### src/rtl/spi_target.sv
// SPI mode-0 target with an 8-bit register file and a local read/write port.
// Optional define SPI_TARGET_IRQ_EN adds io_irq: a one-cycle pulse per SPI-committed register.
module spi_target #(
  parameter int REG_COUNT   = 16,
  parameter int SYNC_STAGES = 2
) (
  input  logic                         io_clock,
  input  logic                         io_resetn,
  input  logic                         io_spi_sclk,
  input  logic                         io_spi_ss,
  input  logic                         io_spi_mosi,
  output logic                         io_spi_miso,
  output logic                         io_spi_misoEn,
  input  logic [$clog2(REG_COUNT)-1:0] io_regAddr,
  output logic [7:0]                   io_regRdata,
  input  logic                         io_regWe,
  input  logic [7:0]                   io_regWdata
`ifdef SPI_TARGET_IRQ_EN
  ,
  output logic                         io_irq
`endif
);

  localparam int AW = $clog2(REG_COUNT);

  typedef enum logic [1:0] {S_IDLE, S_CMD, S_WRITE, S_READ} state_t;

  logic [SYNC_STAGES-1:0] r_sclk_sync;
  logic [SYNC_STAGES-1:0] r_ss_sync;
  logic [SYNC_STAGES-1:0] r_mosi_sync;
  logic [SYNC_STAGES-1:0] r_fill;
  logic                   r_sclk_prev;
  logic                   r_ss_prev;
  logic                   r_ss_armed;

  state_t                 r_state;
  logic [AW-1:0]          r_ptr;
  logic [2:0]             r_bit_cnt;
  logic [7:0]             r_rx_shift;
  logic [7:0]             r_tx_shift;
  logic                   r_wr_pend;
  logic [7:0]             r_wr_data;
  logic                   r_miso_en;
  logic [7:0]             r_regs [REG_COUNT];

  logic                   w_sclk;
  logic                   w_ss;
  logic                   w_mosi;
  logic                   w_fill_done;
  logic                   w_sclk_rise;
  logic                   w_sclk_fall;
  logic                   w_ss_fall;
  logic [7:0]             w_rx_byte;
  logic                   w_byte_done;
  logic [AW-1:0]          w_cmd_addr;
  logic [REG_COUNT-1:0]   w_spi_hit;
  logic [REG_COUNT-1:0]   w_loc_hit;

  assign w_sclk      = r_sclk_sync[SYNC_STAGES-1];
  assign w_ss        = r_ss_sync[SYNC_STAGES-1];
  assign w_mosi      = r_mosi_sync[SYNC_STAGES-1];
  assign w_fill_done = r_fill[SYNC_STAGES-1];
  assign w_sclk_rise = w_sclk & ~r_sclk_prev;
  assign w_sclk_fall = ~w_sclk & r_sclk_prev;
  // Only a falling edge seen after a genuine high level on ss starts a transaction.
  assign w_ss_fall   = r_ss_armed & r_ss_prev & ~w_ss;
  assign w_rx_byte   = {r_rx_shift[6:0], w_mosi};
  assign w_byte_done = w_sclk_rise && (r_bit_cnt == 3'd7);
  assign w_cmd_addr  = w_rx_byte[AW-1:0];

  always_ff @(posedge io_clock or negedge io_resetn) begin
    if (!io_resetn) begin
      r_sclk_sync <= '0;
      r_ss_sync   <= '1;
      r_mosi_sync <= '0;
      r_fill      <= '0;
      r_sclk_prev <= 1'b0;
      r_ss_prev   <= 1'b1;
      r_ss_armed  <= 1'b0;
    end else begin
      r_sclk_sync <= {r_sclk_sync[SYNC_STAGES-2:0], io_spi_sclk};
      r_ss_sync   <= {r_ss_sync[SYNC_STAGES-2:0], io_spi_ss};
      r_mosi_sync <= {r_mosi_sync[SYNC_STAGES-2:0], io_spi_mosi};
      r_fill      <= {r_fill[SYNC_STAGES-2:0], 1'b1};
      r_sclk_prev <= w_sclk;
      r_ss_prev   <= w_ss;
      r_ss_armed  <= r_ss_armed | (w_fill_done & w_ss);
    end
  end

  always_ff @(posedge io_clock or negedge io_resetn) begin
    if (!io_resetn) begin
      r_state    <= S_IDLE;
      r_ptr      <= '0;
      r_bit_cnt  <= '0;
      r_rx_shift <= '0;
      r_tx_shift <= '0;
      r_wr_pend  <= 1'b0;
      r_wr_data  <= '0;
      r_miso_en  <= 1'b0;
    end else begin
      r_wr_pend <= 1'b0;
      if (r_wr_pend) begin
        r_ptr <= r_ptr + AW'(1);
      end
      case (r_state)
        S_IDLE: begin
          if (w_ss_fall) begin
            r_state    <= S_CMD;
            r_miso_en  <= 1'b1;
            r_bit_cnt  <= '0;
            r_rx_shift <= '0;
            r_tx_shift <= '0;
          end
        end
        default: begin
          if (w_ss) begin
            r_state    <= S_IDLE;
            r_miso_en  <= 1'b0;
            r_bit_cnt  <= '0;
            r_rx_shift <= '0;
            r_tx_shift <= '0;
          end else begin
            if (w_sclk_rise) begin
              r_rx_shift <= w_rx_byte;
              r_bit_cnt  <= r_bit_cnt + 3'd1;
            end
            // The fall right after a byte's 8th rise must keep the freshly loaded MSB.
            if (r_state == S_READ && w_sclk_fall && r_bit_cnt != 3'd0) begin
              r_tx_shift <= {r_tx_shift[6:0], 1'b0};
            end
            if (w_byte_done) begin
              case (r_state)
                S_CMD: begin
                  if (w_rx_byte[7]) begin
                    r_state    <= S_READ;
                    r_tx_shift <= r_regs[w_cmd_addr];
                    r_ptr      <= w_cmd_addr + AW'(1);
                  end else begin
                    r_state <= S_WRITE;
                    r_ptr   <= w_cmd_addr;
                  end
                end
                S_WRITE: begin
                  r_wr_pend <= 1'b1;
                  r_wr_data <= w_rx_byte;
                end
                default: begin
                  r_tx_shift <= r_regs[r_ptr];
                  r_ptr      <= r_ptr + AW'(1);
                end
              endcase
            end
          end
        end
      endcase
    end
  end

  // SPI commits take precedence over a same-cycle local write to the same register.
  generate
    for (genvar gi = 0; gi < REG_COUNT; gi++) begin : g_hit
      assign w_spi_hit[gi] = r_wr_pend && (r_ptr == AW'(gi));
      assign w_loc_hit[gi] = io_regWe && (io_regAddr == AW'(gi));
    end
  endgenerate

  always_ff @(posedge io_clock or negedge io_resetn) begin
    if (!io_resetn) begin
      for (int i = 0; i < REG_COUNT; i++) begin
        r_regs[i] <= 8'h00;
      end
    end else begin
      for (int i = 0; i < REG_COUNT; i++) begin
        if (w_spi_hit[i]) begin
          r_regs[i] <= r_wr_data;
        end else if (w_loc_hit[i]) begin
          r_regs[i] <= io_regWdata;
        end
      end
    end
  end

  assign io_regRdata   = r_regs[io_regAddr];
  assign io_spi_miso   = r_tx_shift[7];
  assign io_spi_misoEn = r_miso_en;

`ifdef SPI_TARGET_IRQ_EN
  logic r_irq;

  always_ff @(posedge io_clock or negedge io_resetn) begin
    if (!io_resetn) begin
      r_irq <= 1'b0;
    end else begin
      r_irq <= r_wr_pend;
    end
  end

  assign io_irq = r_irq;
`endif

endmodule

### config.mk
export PLATFORM = sky130hd
export DESIGN_NAME = spi_target
export DESIGN_NICKNAME = d
export VERILOG_FILES = /design/src/rtl/spi_target.sv
export SDC_FILE = /design/constraint.sdc
export NUM_CORES = 1
export LEC_CHECK = 0
export CAP_MARGIN = 20
export CORE_UTILIZATION = 35
export CTS_CLUSTER_DIAMETER = 120
export CTS_CLUSTER_SIZE = 12
export DETAILED_ROUTE_END_ITERATION = 7
export PLACE_DENSITY = 0.51
export SYNTH_ARGS = -nofsm -noshare
export SYNTH_HDL_FRONTEND = slang
export SYNTH_SLANG_ARGS = --single-unit
### constraint.sdc
create_clock -name io_clock -period 2.6 [get_ports io_clock]
set_input_delay 0.52 -clock io_clock [delete_from_list [all_inputs] [get_ports io_clock]]
set_output_delay 0.52 -clock io_clock [all_outputs]
set_load 0.01 [all_outputs]
* Word-level counts from Yosys, hierarchy flattened
Index checks and enable logic that the tools add are counted.
** Cells by class
- $add $sub $neg :: 3
- $lt $le $gt $ge :: 3
- Eq/ne operators :: 35
- Multiplexer cells :: 74
- Bitwise operators :: 13
- Reductions and logical operators :: 63
** Operators with widths (count)
- 8-bit 2-to-1 mux :: 44
- 8-bit binary-select mux with 4-bit select :: 3
- 4-bit equality test (second input constant) :: 16
- 1-bit logical AND :: 35
- 2-bit nonzero test :: 17
- 4-bit by 3-bit equality test with 1-bit output (second input constant) :: 8
- 7-bit 2-to-1 mux :: 3
- 4-bit 2-to-1 mux :: 5
- 4-bit by 2-bit equality test with 1-bit output (second input constant) :: 4
- 8-bit one-hot mux with 2 select lines :: 1
- 5-bit greater-or-equal comparator (second input constant) :: 3
- 4-bit NOT with 5-bit output :: 3
- 3-bit 2-to-1 mux :: 4
- 3-bit nonzero test :: 4
- 2-bit 2-to-1 mux :: 5
- 4-bit by 1-bit adder with 4-bit output (second input constant) :: 2
- 4-bit by 1-bit equality test with 1-bit output (second input constant) :: 2
- 4-bit zero test :: 2
- 1-bit 2-to-1 mux :: 8
- 4-bit one-hot mux with 2 select lines :: 1
- 1-bit bitwise AND :: 5
- 2-bit equality test (second input constant) :: 2
- 1-bit NOT :: 4
- 2-bit AND reduction :: 2
- 8 further kinds :: 8
** Storage, ports and cells
- Bits in registers :: 173
- Bits of input ports :: 18
- Output and inout bits :: 10
- Word-level logic and storage cells :: 222

* Longest topological paths before layout
Gate-level depths: netlist of the first run.
- Depth in word-level cells :: 10
- Mapped depth :: 11
- Mapped depth without buffers :: 7

* Worst setup path after synthesis of the first run
OpenSTA, ideal clock, no wires.
- Path type :: input to output
- Start point :: input io_regAddr[0]
- End point :: output io_regRdata[0]
- Arrival time :: 2.086 ns
- Data required time :: 2.080 ns
- Slack :: -0.006 ns
- Cell stages on the path :: 4
- Path buffers :: 2
- Cells stage by stage :: buf_2 > buf_2 > mux4_2 > mux4_2
** On the way
- Cells in the longest elaborated chain, start to end :: 4
** RTL lines
- from (decl) :: line 14 : input logic [$clog2(REG_COUNT)-1:0] io_regAddr,
- 4-bit NOT with 5-bit output (not written as such) :: line 184 : assign io_regRdata = r_regs[io_regAddr];
- 8-bit binary-select mux with 4-bit select :: line 184
- 8-bit 2-to-1 mux (not written as such) (2 in a row) :: line 184
- to (decl) :: line 15 : output logic [7:0] io_regRdata,
No other way between the ends. The select of a mux whose other input is x is not followed.

* Final worst setup path of the first run
- Start point :: register r_regs[112] in the netlist's numbering
- End point :: output io_regRdata[0]
** On the way
- Cells in the longest elaborated chain, start to end :: 3
** RTL lines
- from (decl) :: line 44 : logic [7:0] r_regs [REG_COUNT];
- from (signal, indexed assignment) :: line 176 : r_regs[i] <= r_wr_data;
- from (signal, indexed assignment) :: line 178 : r_regs[i] <= io_regWdata;
- 8-bit binary-select mux with 4-bit select :: line 184
- 8-bit 2-to-1 mux (not written as such) (2 in a row) :: line 184
No other way between the ends. The select of a mux whose other input is x is not followed.

==> results of run 1 <==
==> per-stage QoR <==
| step | power, uW | instances |
|---|---|---|
| after floorplan | 5090 | 997 |
| after global placement | 6250 | 1444 |
| after detailed placement | 6280 | 1444 |
| after CTS | 9220 | 1490 |
| after global routing | 9650 | 1493 |
| final | 9230 | 1493 |
==> state kept, by name, indices dropped and copies added (netlist names) <==
signal	flops
r_regs	128
r_tx_shift	8
r_wr_data	8
r_rx_shift	7
r_ptr	4
r_bit_cnt	3
r_fill	2
r_mosi_sync	2
r_sclk_sync	2
r_ss_sync	2
r_state	2
io_spi_misoEn	1
r_sclk_prev	1
r_ss_armed	1
r_ss_prev	1
r_wr_pend	1
==> timing repair <==
| action | 4_1_cts | 5_1_grt |
|---|---|---|
| resized for setup | 49 | 5 |
| cloned | 1 | 0 |
| buffers inserted | 12 | 3 |
| endpoints found under the setup margin | 8 | 7 |
| hold buffers | 1 | 0 |
| endpoints found under the hold margin | 17 | 0 |
==> metal layers <==
layer	track usage	part of all wire	vias to the layer above
li1	-	-	3905
met1	0.363	0.47	4481
met2	0.329	0.43	429
met3	0.0480	0.089	33
met4	0.0519	0.014	0
met5	0	0	-
==> power by group <==
part           switching (uW)  internal (uW)  leakage (uW)  total (uW)
sequential                595           3180       0.00209        3780
clock                    1200           1650      0.000311        2860
combinational            1180           1410       0.00360        2600
total                    2980           6250       0.00601        9230
==> cell type report <==
class                   count  area, um2
fillers                  2931      18100
multi-input cells         711       6410
flip-flops and latches    173       4350
repair buffers            163       1480
well taps                 402        503
clock buffers              20        447
clock inverters            12        185
inverters                  12       45.0
==> cell families (layout without fill, tap and decap cells) <==
family | count (synthesis) | after routing | synth area share
buf+inv | 113 | 207 | 0.0466
compound gates | 198 | 198 | 0.0989
xor+xnor | 6 | 6 | 0.00467
mux | 255 | 255 | 0.358
flops | 173 | 173 | 0.385
fa+ha+maj | 12 | 12 | 0.0134
other cells | 1 | 1 | 0.000334
simple gates | 239 | 239 | 0.0930
==> worst max-delay path, delay by kind of cell, from the launching register on <==
family                 cells  cell delay, ns
multiplexers               2            1.02
flip-flops                 1            0.46
buffers and inverters      1            0.16
==> cells in the final DEF (no fill, tap or decap), types with 3 or more instances in the layout <==
| master | count |
|---|---|
| inv_6 | 3 |
| mux2_1 | 9 |
| a2111oi_0 | 3 |
| clkbuf_16 | 17 |
| a21boi_1 | 3 |
| o21ai_1 | 62 |
| clkdlybuf4s50_1 | 16 |
| buf_6 | 7 |
| nand4_1 | 20 |
| xnor2_1 | 5 |
| nor2_1 | 91 |
| inv_1 | 10 |
| nor2b_1 | 6 |
| nand2b_1 | 4 |
| bufinv_16 | 4 |
| o21ai_0 | 12 |
| nand3b_1 | 4 |
| mux4_2 | 115 |
| a211oi_1 | 3 |
| buf_2 | 4 |
| dfrtp_1 | 156 |
| dfrtp_2 | 14 |
| mux2i_1 | 129 |
| buf_12 | 14 |
| buf_4 | 120 |
| a21oi_1 | 85 |
| nand2_1 | 83 |
| ha_1 | 12 |
| dfstp_2 | 3 |
| nor3_2 | 5 |
| nor3_1 | 6 |
| nand3_1 | 13 |
| a31oi_1 | 4 |
| a22o_1 | 9 |
==> path summary, 6_finish.rpt <==
check                               startpoint              to  slack, ns  cells after the start
min in group asynchronous            io_resetn     r_regs[122]       0.49                      2
worst max-delay path               r_regs[112]  io_regRdata[0]     -0.002                      3
worst max register to register        r_ptr[1]     r_regs[119]       0.23                      6
worst min-delay path            r_sclk_sync[0]  r_sclk_sync[1]       0.35                      0
worst min register to register  r_sclk_sync[0]  r_sclk_sync[1]       0.35                      0
max in group asynchronous            io_resetn    r_ss_sync[0]       1.36                      3
==> out/metrics.cfg, run 1 <==
[outcome]
status = complete, but fails checks
failed_checks = negative setup slack

[global_route]
grt_pass1_vias = 8494
grt_pass1_wl_um = 56700
antenna_found_initial = 0
grt_overflow = 0
grt_max_degree = 71
grt_util_all_layers = 0.233

[floorplan]
die_area_um2 = 32800
rows = 65
num_io_pins = 28
core_um2 = 31600
die_h_um = 181
die_w_um = 181
start_util = 0.356

[synthesis]
mappedNetlistArea_um2 = 11200
synth.distinct_cells = 54
yosys.area.top_type_share = 0.378
ys_warn_count = 0
synth.top_cells.by_count = 170 x dfrtp_1, 129 x mux2i_1, 115 x mux4_2
synthArstFlopShare = 1.00
synth_seq_cells = 173
netlist_top_cells_area = dfrtp_1 38%, mux4_2 23%, mux2i_1 11%
synth_edf_count = 0
ys.flop_type = dfrtp_1
synthCells = 997
syn_avg_cell_area_um2 = 11.3
synth.most_common_cell = dfrtp_1
yosys.area.top_type = dfrtp_1
synth_fp_nets = 1027
ys_seq_area_frac = 0.385

[placed_design]
dp.final_hpwl_um = 27200
postPlaceCellArea_um2 = 12600
placement.setup.worst_slack_ns = -0.440
placement.io_buffers = 27
gp_congestion = 0.894

[timing]
finalMaxSlewViolations = 0
hold_viol = 0
setup_violations = 1
fin_crit_ns = 2.60
rsz0062_at_grt = true
tightest_slew_ns = 0.993
setup_ws_ns = -0.00157
whs_ns = 0.347
setup_tns_ns = -0.00157
finClkSkew_ns = 0.0120
fmax_ghz = 0.384
relSlewSlack = 0.335
final.period_utilization = 1.00

[clocking]
cts_tree = built
root_buffer = clkbuf_16
ctsHtreeMaxLevel = 4
cts.clk_slew.worst_paths_ns = 0.07
cts_sinks = 173
cts_buffers = 17
clk_latency_ns = 0.45
clockBufferDepth = 2

[critical_path]
cp.arrival_ns = 2.08
path_cells = mux4_2 -> mux4_2 -> buf_6
max_stage_delay_ns = 0.55
startpoint_type = flop
path_class = flop to primary output
slowest_stage = mux4_2
path_common_cell = mux4_2
critPathMaxFanout = 4
cp-end-kind = primary output
cp.required_ns = 2.08

[cells_and_area]
area_delta_synth_final_pct = 19.3
postLayoutCellArea_um2 = 13400
fin_util = 0.425
nNetsFinal = 1108
layout-drive-gt1-share = 0.291
num_antenna_cells = 0

[power]
power_density_nw_per_um2 = 688
leakage_uw = 0.00601
ir_drop_mv = 0.490

[run]
maxCapViolCount = 0

[drt]
wl_per_cell_um = 24.7
drtAntennaViolNets = 0
via_per_inst = 5.93
drc = 0
first_pass_iters = 5
routed_wl_um = 37000
vias = 8848
dr.first_iter.drc_count = 1153

[hold_path]
hp-class = flop to flop

(Power assumes the default switching activity.)
==> inputs of run 2 (changes only) <==
==> constraint.sdc (replaced) <==
create_clock -name io_clock -period 2.15 [get_ports io_clock]
set_input_delay 0.215 -clock io_clock [delete_from_list [all_inputs] [get_ports io_clock]]
set_output_delay 0.215 -clock io_clock [all_outputs]
set_load 0.01 [all_outputs]
==> out/metrics.cfg, run 2 (synthesis gave the netlist of run 1 again) <==
[timing]
relSlewSlack = 0.428
setup_ws_ns = -0.112
setup_tns_ns = -0.740
fmax_ghz = 0.442
rsz0062_at_grt = true
finalMaxSlewViolations = 0
finClkSkew_ns = 0.00982
setup_violations = 10
hold_viol = 0
whs_ns = 0.184
tightest_slew_ns = 0.858
final.period_utilization = 1.05
fin_crit_ns = 2.26

[critical_path]
cp.required_ns = 1.93
path_class = flop to primary output
cp_top_family = multiplexers
cp-end-kind = primary output
critPathMaxFanout = 2
cp.arrival_ns = 2.05
path_cells = mux4_2 -> mux4_2 -> buf_6
startpoint_type = flop
path_common_cell = mux4_2
crit_buf_inv = 1
slowest_stage = mux4_2
max_stage_delay_ns = 0.56

[drt]
vias = 9310
wl_per_cell_um = 25.8
dr.first_iter.drc_count = 1007
drtAntennaViolNets = 0
first_pass_iters = 5
via_per_inst = 5.88
routed_wl_um = 40800
drc = 0

[power]
pwr-share-clk = 0.280
power_density_nw_per_um2 = 774
power_switching_uw = 3530
combinationalPowerShare = 0.325
p_int_uw = 7510
ir_drop_mv = 0.573
power.share.sequential = 0.396
switching_share = 0.320
leakage_uw = 0.00646

[cells_and_area]
area_delta_synth_final_pct = 26.9
final_cell_mix = 192 x buf_4, 165 x dfrtp_1, 129 x mux2i_1
fillers = 2970
fin_util = 0.452
top_regs = r_regs: 128 flops, r_tx_shift: 8 flops, r_wr_data: 8 flops
regMostFlops = r_regs
layout.cells.non_filler = 1583
layout-drive-gt1-share = 0.347
largest_reg_flops = 128
nNetsFinal = 1197
mostFrequentLayoutCell = buf_4

[global_route]
grt_pass1_wl_um = 60700
antenna_found_initial = 0
grt_max_degree = 63
grt_util_all_layers = 0.254
grt_pass1_vias = 9193
grt_overflow = 0

[floorplan]
die_area_um2 = 32800
die_w_um = 181
rows = 65
die_h_um = 181
core_um2 = 31600
start_util = 0.356
num_io_pins = 28

[outcome]
failed_checks = negative setup slack
status = complete, but fails checks

[placed_design]
dp.final_hpwl_um = 28900
placement.io_buffers = 27
dp.cells = 1528
gp_congestion = 0.970

[clocking]
cts_tree = built
cts.clk_slew.worst_paths_ns = 0.06
ctsHtreeMaxLevel = 4
clk_latency_ns = 0.46
cts_sinks = 173
cts_buffers = 17
root_buffer = clkbuf_16
clockBufferDepth = 2

[hold_path]
hp-class = input port to flop

[run]
maxCapViolCount = 0

==> run 2: changes by cell type in the layout (fill, tap and decap cells not counted), sizes merged <==
| cell | delta |
|---|---|
| diode | +1 |
| inv | -4 |
| clkinv | -2 |
| clkbuf | +10 |
| buf | +84 |
| bufinv | -4 |
| clkinvlp | +5 |
==> run 2: worst reg2reg max path: cells and delay by family (launching register included) <==
kind          cells  cell delay [ns]
simple gates      2             0.21
flops             1             0.45
buf+inv           2             0.31
mux               2             1.10
==> run 2: final cells by class <==
class / instances / area (um2) / share of cell area
multi-input combinational: 711 / 6460 / 0.453
sequential: 173 / 4340 / 0.304
timing repair buffer: 252 / 2340 / 0.164
clock buffer: 25 / 515 / 0.0361
tap: 402 / 503 / 0.0353
clock inverter: 7 / 55.1 / 0.00386
inverter: 12 / 45.0 / 0.00316
antenna: 1 / 2.50 / 0.000175
==> run 2: path summary, 6_finish.rpt <==
| check | from | to | slack (ns) | cells after the start |
|---|---|---|---|---|
| max in group asynchronous | io_resetn | r_ss_sync[0] | 1.15 | 3 |
| min in group asynchronous | io_resetn | r_regs[116] | 0.33 | 2 |
| worst min register to register | r_ss_sync[0] | r_ss_sync[1] | 0.36 | 0 |
| worst max-delay path | r_regs[6] | io_regRdata[6] | -0.11 | 3 |
| worst min-delay path | io_spi_ss | r_ss_sync[0] | 0.18 | 1 |
| worst max register to register | r_ptr[0] | r_tx_shift[5] | -0.03 | 6 |
==> run 2: layer usage <==
layer | routed length (um) | part of all wire | track usage | up-vias
li1 | - | - | - | 4082
met1 | 17300 | 0.42 | 0.344 | 4773
met2 | 19400 | 0.47 | 0.405 | 383
met3 | 2840 | 0.070 | 0.0494 | 72
met4 | 1270 | 0.031 | 0.0908 | 0
met5 | 0 | 0 | 0 | -
==> run 2: timing repair <==
action	4_1_cts	5_1_grt
resized for setup	39	21
hold endpoints to repair	57	0
endpoints found under the setup margin	8	42
buffers inserted	6	9
gates cloned	0	6
hold buffers	1	0
pin swaps	0	7
==> run 2: per-stage QoR <==
step,total power [uW],setup WS (ns),cell area [um2]
after detailed placement,7840,-0.260,13300
after CTS,11000,-0.134,14000
final,11000,-0.112,14300
after floorplan,6150,0.0292,11300
after global placement,7780,-0.239,13300
after global routing,11500,-0.133,14300
==> run 2: power groups by stage <==
stage	Clock, uW	Sequential (uW)	Combinational (uW)
2_1_floorplan	0	4280	1870
3_3_place_gp	0	4420	3350
3_5_place_dp	0	4420	3420
4_1_cts	3140	4350	3500
5_1_grt	3260	4410	3870
6_report	3090	4370	3580
